<file path="src/rtl/alu_pkg.sv">
// Shared ALU op codes, RV32 opcode/funct constants and the issue-register bubble value.
package alu_pkg;

  typedef enum logic [2:0] {
    ALU_ADD = 3'b000,
    ALU_SUB = 3'b001,
    ALU_AND = 3'b010,
    ALU_XOR = 3'b011,
    ALU_MUL = 3'b100,
    ALU_SLL = 3'b101,
    ALU_SRA = 3'b110
  } alu_op_e;

  localparam logic [6:0] OPC_R      = 7'b0110011;
  localparam logic [6:0] OPC_I      = 7'b0010011;
  localparam logic [6:0] OPC_LOAD   = 7'b0000011;
  localparam logic [6:0] OPC_STORE  = 7'b0100011;
  localparam logic [6:0] OPC_BRANCH = 7'b1100011;

  localparam logic [2:0] F3_ADD  = 3'b000;
  localparam logic [2:0] F3_SLL  = 3'b001;
  localparam logic [2:0] F3_WORD = 3'b010;
  localparam logic [2:0] F3_XOR  = 3'b100;
  localparam logic [2:0] F3_SR   = 3'b101;
  localparam logic [2:0] F3_AND  = 3'b111;
  localparam logic [2:0] F3_BEQ  = 3'b000;

  localparam logic [6:0] F7_BASE = 7'b0000000;
  localparam logic [6:0] F7_ALT  = 7'b0100000;
  localparam logic [6:0] F7_MUL  = 7'b0000001;

  typedef struct packed {
    logic       valid;
    alu_op_e    alu_op;
    logic [4:0] rd;
    logic       reg_write;
    logic       mem_read;
    logic       mem_write;
    logic       mem_to_reg;
    logic       branch;
  } issue_ctrl_t;

  localparam issue_ctrl_t CTRL_BUBBLE =
    '{1'b0, ALU_ADD, 5'd0, 1'b0, 1'b0, 1'b0, 1'b0, 1'b0};

endpackage

</file>
<file path="src/rtl/alu_op_decoder.sv">
// Combinational RV32 subset decoder: instruction word to ALU op, immediate,
// control enables, register fields and an illegal flag.
module alu_op_decoder
  import alu_pkg::*;
#(
  parameter int unsigned DATA_W = 32
) (
  input  logic [31:0]       i_instr,
  output alu_op_e           o_alu_op_c,
  output logic [DATA_W-1:0] o_imm_c,
  output logic              o_use_imm_c,
  output logic              o_rs2_used_c,
  output logic              o_reg_write_c,
  output logic              o_mem_read_c,
  output logic              o_mem_write_c,
  output logic              o_branch_c,
  output logic              o_illegal_c,
  output logic [4:0]        o_rs1_c,
  output logic [4:0]        o_rs2_c,
  output logic [4:0]        o_rd_c
);

  logic [6:0]        w_opcode;
  logic [2:0]        w_funct3;
  logic [6:0]        w_funct7;
  logic [DATA_W-1:0] w_imm_i;
  logic [DATA_W-1:0] w_imm_s;

  assign w_opcode = i_instr[6:0];
  assign w_funct3 = i_instr[14:12];
  assign w_funct7 = i_instr[31:25];
  assign o_rd_c   = i_instr[11:7];
  assign o_rs1_c  = i_instr[19:15];
  assign o_rs2_c  = i_instr[24:20];
  assign w_imm_i  = {{(DATA_W-12){i_instr[31]}}, i_instr[31:20]};
  assign w_imm_s  = {{(DATA_W-12){i_instr[31]}}, i_instr[31:25], i_instr[11:7]};

  // Anything not matched below stays illegal.
  always_comb begin
    o_alu_op_c    = ALU_ADD;
    o_imm_c       = '0;
    o_use_imm_c   = 1'b0;
    o_rs2_used_c  = 1'b0;
    o_reg_write_c = 1'b0;
    o_mem_read_c  = 1'b0;
    o_mem_write_c = 1'b0;
    o_branch_c    = 1'b0;
    o_illegal_c   = 1'b1;
    case (w_opcode)
      OPC_R: begin
        o_rs2_used_c  = 1'b1;
        o_reg_write_c = 1'b1;
        o_illegal_c   = 1'b0;
        case ({w_funct7, w_funct3})
          {F7_BASE, F3_ADD}: o_alu_op_c = ALU_ADD;
          {F7_ALT,  F3_ADD}: o_alu_op_c = ALU_SUB;
          {F7_BASE, F3_AND}: o_alu_op_c = ALU_AND;
          {F7_BASE, F3_XOR}: o_alu_op_c = ALU_XOR;
          {F7_MUL,  F3_ADD}: o_alu_op_c = ALU_MUL;
          {F7_BASE, F3_SLL}: o_alu_op_c = ALU_SLL;
          default:           o_illegal_c = 1'b1;
        endcase
      end
      OPC_I: begin
        if (w_funct3 == F3_ADD) begin
          o_imm_c       = w_imm_i;
          o_use_imm_c   = 1'b1;
          o_reg_write_c = 1'b1;
          o_illegal_c   = 1'b0;
        end else if (w_funct3 == F3_SR && w_funct7 == F7_ALT) begin
          o_alu_op_c    = ALU_SRA;
          o_imm_c       = DATA_W'(i_instr[24:20]);
          o_use_imm_c   = 1'b1;
          o_reg_write_c = 1'b1;
          o_illegal_c   = 1'b0;
        end
      end
      OPC_LOAD: begin
        if (w_funct3 == F3_WORD) begin
          o_imm_c       = w_imm_i;
          o_use_imm_c   = 1'b1;
          o_reg_write_c = 1'b1;
          o_mem_read_c  = 1'b1;
          o_illegal_c   = 1'b0;
        end
      end
      OPC_STORE: begin
        if (w_funct3 == F3_WORD) begin
          o_imm_c       = w_imm_s;
          o_use_imm_c   = 1'b1;
          o_rs2_used_c  = 1'b1;
          o_mem_write_c = 1'b1;
          o_illegal_c   = 1'b0;
        end
      end
      OPC_BRANCH: begin
        if (w_funct3 == F3_BEQ) begin
          o_alu_op_c   = ALU_SUB;
          o_rs2_used_c = 1'b1;
          o_branch_c   = 1'b1;
          o_illegal_c  = 1'b0;
        end
      end
      default: ;
    endcase
  end

endmodule

</file>
<file path="src/rtl/alu_issue_stage.sv">
// ID/EX issue register: decodes, builds ALU operands, and owns stall/flush/bubble
// and load-use hazard handling for the EX stage.
module alu_issue_stage
  import alu_pkg::*;
#(
  parameter int unsigned DATA_W    = 32,
  parameter bit          HAZARD_EN = 1'b1
) (
  input  logic              clk_i,
  input  logic              rst_i,
  input  logic              valid_i,
  input  logic [31:0]       instr_i,
  input  logic [DATA_W-1:0] rs1_data_i,
  input  logic [DATA_W-1:0] rs2_data_i,
  input  logic              stall_i,
  input  logic              flush_i,
  output logic              valid_o,
  output logic [DATA_W-1:0] data1_o,
  output logic [DATA_W-1:0] data2_o,
  output logic [2:0]        ALUCtrl_o,
  output logic [DATA_W-1:0] store_data_o,
  output logic [4:0]        rd_o,
  output logic              RegWrite_o,
  output logic              MemRead_o,
  output logic              MemWrite_o,
  output logic              MemtoReg_o,
  output logic              Branch_o,
  output logic              illegal_o,
  output logic              load_use_stall_o
);

  alu_op_e           w_alu_op;
  logic [DATA_W-1:0] w_imm;
  logic              w_use_imm;
  logic              w_rs2_used;
  logic              w_reg_write;
  logic              w_mem_read;
  logic              w_mem_write;
  logic              w_branch;
  logic              w_illegal;
  logic [4:0]        w_rs1;
  logic [4:0]        w_rs2;
  logic [4:0]        w_rd;
  logic              w_hazard;

  issue_ctrl_t       w_next_ctrl;
  logic [DATA_W-1:0] w_next_data1;
  logic [DATA_W-1:0] w_next_data2;
  logic [DATA_W-1:0] w_next_store;
  logic              w_next_illegal;

  issue_ctrl_t       r_ctrl;
  logic [DATA_W-1:0] r_data1;
  logic [DATA_W-1:0] r_data2;
  logic [DATA_W-1:0] r_store;
  logic              r_illegal;

  alu_op_decoder #(.DATA_W(DATA_W)) u_dec (
    .i_instr       (instr_i),
    .o_alu_op_c    (w_alu_op),
    .o_imm_c       (w_imm),
    .o_use_imm_c   (w_use_imm),
    .o_rs2_used_c  (w_rs2_used),
    .o_reg_write_c (w_reg_write),
    .o_mem_read_c  (w_mem_read),
    .o_mem_write_c (w_mem_write),
    .o_branch_c    (w_branch),
    .o_illegal_c   (w_illegal),
    .o_rs1_c       (w_rs1),
    .o_rs2_c       (w_rs2),
    .o_rd_c        (w_rd)
  );

  // A load in EX whose rd feeds a source the incoming op really reads.
  assign w_hazard = HAZARD_EN && r_ctrl.valid && r_ctrl.mem_read &&
                    (r_ctrl.rd != 5'd0) && valid_i && !w_illegal &&
                    ((r_ctrl.rd == w_rs1) || (w_rs2_used && (r_ctrl.rd == w_rs2)));
  assign load_use_stall_o = w_hazard;

  // Value loaded when neither reset, flush nor stall holds the register.
  always_comb begin
    w_next_ctrl    = CTRL_BUBBLE;
    w_next_data1   = '0;
    w_next_data2   = '0;
    w_next_store   = '0;
    w_next_illegal = 1'b0;
    if (valid_i && !w_hazard) begin
      if (w_illegal) begin
        w_next_illegal = 1'b1;
      end else begin
        w_next_ctrl.valid      = 1'b1;
        w_next_ctrl.alu_op     = w_alu_op;
        w_next_ctrl.rd         = w_rd;
        w_next_ctrl.reg_write  = w_reg_write && (w_rd != 5'd0);
        w_next_ctrl.mem_read   = w_mem_read;
        w_next_ctrl.mem_write  = w_mem_write;
        w_next_ctrl.mem_to_reg = w_mem_read;
        w_next_ctrl.branch     = w_branch;
        w_next_data1           = rs1_data_i;
        w_next_data2           = w_use_imm ? w_imm : rs2_data_i;
        w_next_store           = w_mem_write ? rs2_data_i : '0;
      end
    end
  end

  // The illegal flag is a strict one-cycle pulse, so a hold clears it.
  always_ff @(posedge clk_i) begin
    if (rst_i || flush_i) begin
      r_ctrl    <= CTRL_BUBBLE;
      r_data1   <= '0;
      r_data2   <= '0;
      r_store   <= '0;
      r_illegal <= 1'b0;
    end else if (stall_i) begin
      r_illegal <= 1'b0;
    end else begin
      r_ctrl    <= w_next_ctrl;
      r_data1   <= w_next_data1;
      r_data2   <= w_next_data2;
      r_store   <= w_next_store;
      r_illegal <= w_next_illegal;
    end
  end

  assign valid_o      = r_ctrl.valid;
  assign data1_o      = r_data1;
  assign data2_o      = r_data2;
  assign ALUCtrl_o    = r_ctrl.alu_op;
  assign store_data_o = r_store;
  assign rd_o         = r_ctrl.rd;
  assign RegWrite_o   = r_ctrl.reg_write;
  assign MemRead_o    = r_ctrl.mem_read;
  assign MemWrite_o   = r_ctrl.mem_write;
  assign MemtoReg_o   = r_ctrl.mem_to_reg;
  assign Branch_o     = r_ctrl.branch;
  assign illegal_o    = r_illegal;

endmodule

</file>
<file path="config.mk">
export PLATFORM = sky130hd
export DESIGN_NAME = alu_issue_stage
export DESIGN_NICKNAME = d
export VERILOG_FILES = /design/src/rtl/alu_pkg.sv /design/src/rtl/alu_op_decoder.sv /design/src/rtl/alu_issue_stage.sv
export SDC_FILE = /design/constraint.sdc
export NUM_CORES = 1
export LEC_CHECK = 0
export CAP_MARGIN = 5
export CORE_UTILIZATION = 40
export DETAILED_ROUTE_END_ITERATION = 7
export GPL_TIMING_DRIVEN = 0
export PLACE_DENSITY = 0.88
export REMOVE_ABC_BUFFERS = 1
export SKIP_CTS_REPAIR_TIMING = 1
export SYNTH_ARGS = -nofsm -noshare
export SYNTH_HDL_FRONTEND = slang
export SYNTH_SLANG_ARGS = --single-unit
</file>
<file path="constraint.sdc">
create_clock -name clk_i -period 3.7 [get_ports clk_i]
set_input_delay 1.11 -clock clk_i [delete_from_list [all_inputs] [get_ports clk_i]]
set_output_delay 1.11 -clock clk_i [all_outputs]
set_load 0.01 [all_outputs]
</file>
==> results by group <==
Pwr
  – Cell leakage power: about 2.4 nW
  – Peak supply drop: between 0.15 and 0.2 mV
  – Int Power: around 1.6 mW
  – Pwr Density: roughly 310 nW/µm²
  – Clock power frac: 33.4%
  – Switching share of total power: a little under a quarter
  – Logic gate share of total power: 9.6%
  – Tot Pwr: 2.078 mW
  – Net Sw Power: between 0.4 and 0.5 mW
  – Share of power burned in registers: a little under three fifths

Floorplanning
  – Number of placed I/O pins: 213
  – Die width: between 100 and 150 µm
  – Die area: between 10,000 and 15,000 µm²
  – Num rows: 37
  – Die H: 104.5 µm
  – Core Footprint: 10,280 µm²
  – Initial Util: approximately two fifths

Cells and area
  – Commonest non-fill, non-tap cell in the layout: clkdlybuf4s50_1
  – Fillers: about 830
  – Layout area overhead: 57.80%
  – N_diodes: 0
  – Layout cell share with drive strength beyond 1: between 5 and 6%
  – Commonest cells after routing, fill and taps aside: clkdlybuf4s50_1, dfxtp_1, a22o_1
  – Nets@finish: approximately 700

Critical path
  – Critical Path Stages: 7
  – CP max stage delay: approximately 500 ps
  – R2R Setup Slk: ~1100 ps
  – Req. time, crit path: 2590 ps
  – Critical-path top delay cell: or4_4
  – Crit-path cells: clkdlybuf4s50_1 -> xor2_1 -> nor3_1 -> nand3_1 -> or4_4 -> a211oi_2 -> buf_2
  – R2R Path Start: rd_o[0]
  – Crit Path Max Fanout: 2
  – Data arrival time of the critical path: roughly 2900 ps
  – WP buf/inv: 2
  – Setup Crit Path Kind: in -> out
  – Crit end category: primary output
  – End of the worst register-to-register path: store_data_o[16]
  – CP endpoint: load_use_stall_o
  – Top Family by Delay on Critical Path: simple AND/OR/NAND/NOR gates
  – Critical Path Start: instr_i[24]
  – Worst r2r path cells: 6
  – CP Launch Type: input pin

STA
  – Crit path time final: 4033 ps
  – Tcrit/Tclk final: 109.0%
  – Setup TNS: -333.4 ps
  – Final worst setup slack: -333.4 ps
  – Final Hold Violating Endpoints: 0
  – Worst-Margin Slew: 1187 ps
  – Max-slew violation count: 0
  – Clock Skews: around 11 ps
  – Final setup vio count: 1
  – Unrepaired setup endpoints after global routing: yes
  – Fmax: 247.9 MHz
  – Slew HR: around a fifth

Synth
  – Ys flop type: dfxtp_1
  – Register area share after synthesis: between 50% and 60%
  – Mean Syn Cell Area: between 10 and 15 µm²
  – Post-synth EDFFs: 0
  – Largest cells by area after synthesis: dfxtp_1, a22o_1, o21ai_0
  – Synthesis-stage register bit count: 110
  – Post-synthesis cell count: between 400 and 500
  – Share of the synthesized area in the top cell type: 52.38%
  – Yosys top cell by area: dfxtp_1
  – Area of the mapped netlist: 4204 µm²
  – YS warnings: 0
  – Yosys cell types: 46
  – Async S/R FF share, synth: 0%

Global routing
  – Tot GR Track Use: between 20% and 30%
  – Largest net degree at the start of global routing: between 40 and 50
  – M3 GR Usage: between 5 and 6%
  – GRT overflow: 0
  – Gr busiest metal: met2
  – First-pass GRT wire length: just over 20,000 µm
  – Vias in the first global route: about 4.0k
  – Antenna violations before repair: 0
  – Met2 Track Usage GR: 37.80%
  – Met1 Use GR: approximately 29%

Clock network
  – Root Driver: clkbuf_8
  – CTS tree: done
  – Clock latency on the worst-skew pair: approximately 360 ps
  – Clock Sinks: 110
  – Clock buffer depth: 2
  – H-tree Lvls: 3
  – Clock buffer count from CTS: 9
  – Worst-path clk slew: 100 ps

Placed design
  – Gpl congestion: 0.8811
  – Post-DP HPWL: 8989 µm
  – IO buf count: 212

Status
  – Failing checks: negative setup slack
  – Status: finished, violations left

Hold path
  – Min-delay worst type: reg -> reg
  – Hold path start: data2_o[14]

Routing
  – Routed Antenna Nets: 0
  – DR vias/cell: approximately 5.5
  – Detailed Route Iter0 Violations: 243
  – DRC: 0
  – Final wirelength: between 10,000 and 15,000 µm
  – Routed len/inst: 16.93 µm
  – Pre-antenna DRT Iters: 5
  – DR vias: about 4k

Run
  – Max_cap viols: 0
==> cell families after synthesis <==
| kind of cell | count (synthesis) | share of synthesized area, % |
|---|---|---|
| compound gates | 168 | 29.58 |
| xor+xnor | 14 | 2.917 |
| buf+inv | 39 | 4.375 |
| flops | 110 | 52.38 |
| simple gates | 88 | 10.74 |
==> flip-flops by register name, indices dropped and copies added (netlist names) <==
name,flops
Branch_o,1
store_data_o,32
rd_o,5
data2_o,32
data1_o,32
MemWrite_o,1
illegal_o,1
RegWrite_o,1
valid_o,1
ALUCtrl_o,3
MemRead_o,1
==> area by class of cell <==
| class | instances | area [µm²] | area share [%] |
|---|---|---|---|
| Multi-Input combinational cell | 270 | 1867 | 28.14 |
| Sequential cell | 110 | 2202 | 33.20 |
| Inverter | 2 | 7.507 | 0.1132 |
| Timing Repair Buffer | 215 | 2192 | 33.04 |
| Tap cell | 136 | 170.2 | 2.565 |
| Clock buffer | 10 | 137.6 | 2.075 |
| Clock inverter | 6 | 57.56 | 0.8676 |
==> worst min path at each step <==
stage	to	cells past startpoint
floorplan	ALUCtrl_o[1]	2
global placement	data2_o[14]	2
detailed placement	data2_o[14]	2
CTS	data2_o[14]	2
global route	MemWrite_o	1
finish	data2_o[14]	2
==> power by group through the flow <==
stage	Combinational (mW)	Sequential (mW)	Clock, mW
after floorplan	0.0443	1.21	0
after detailed placement	0.193	1.21	0
after CTS	0.194	1.19	0.719
final	0.199	1.18	0.694
after global placement	0.182	1.21	0
after global routing	0.212	1.19	0.773
==> per-stage QoR <==
stage | util [%] | std cells | area (µm²) | worst slack, ps | hold WS [ps]
2_1_floorplan | - | 382 | 4028 | -1439 | 482.7
3_3_place_gp | 61.49 | 730 | 6320 | -3529 | 434.8
3_5_place_dp | 62.03 | 732 | 6375 | -1146 | 441.8
4_1_cts | 63.93 | 748 | 6570 | -1144 | 466.3
5_1_grt | 64.55 | 749 | 6634 | -388.6 | 483.4
6_report | 64.55 | 749 | 6634 | -333.4 | 459.3
==> metal layers <==
layer,vias to the layer above,part of all wire (%)
met5,-,0
met4,0,1.7
met3,17,7.5
met2,179,48
met1,1962,43
li1,1946,-
==> tightest hold or removal path: stages (launching register included) <==
cell	delay, ps
dfxtp_1	340
nand2_1	40
o21ai_0	50
==> synthesized netlist by cell type (5+ instances only) <==
library cell	instances
a22o_1	76
a22oi_1	6
a21oi_1	26
nand2_1	40
o21ai_0	33
clkbuf_1	24
nand3_1	7
dfxtp_1	110
buf_2	9
nor2_1	9
xnor2_1	8
a211oi_1	6
a221oi_1	5
xor2_1	6
Power figures use the tool's default switching activity.
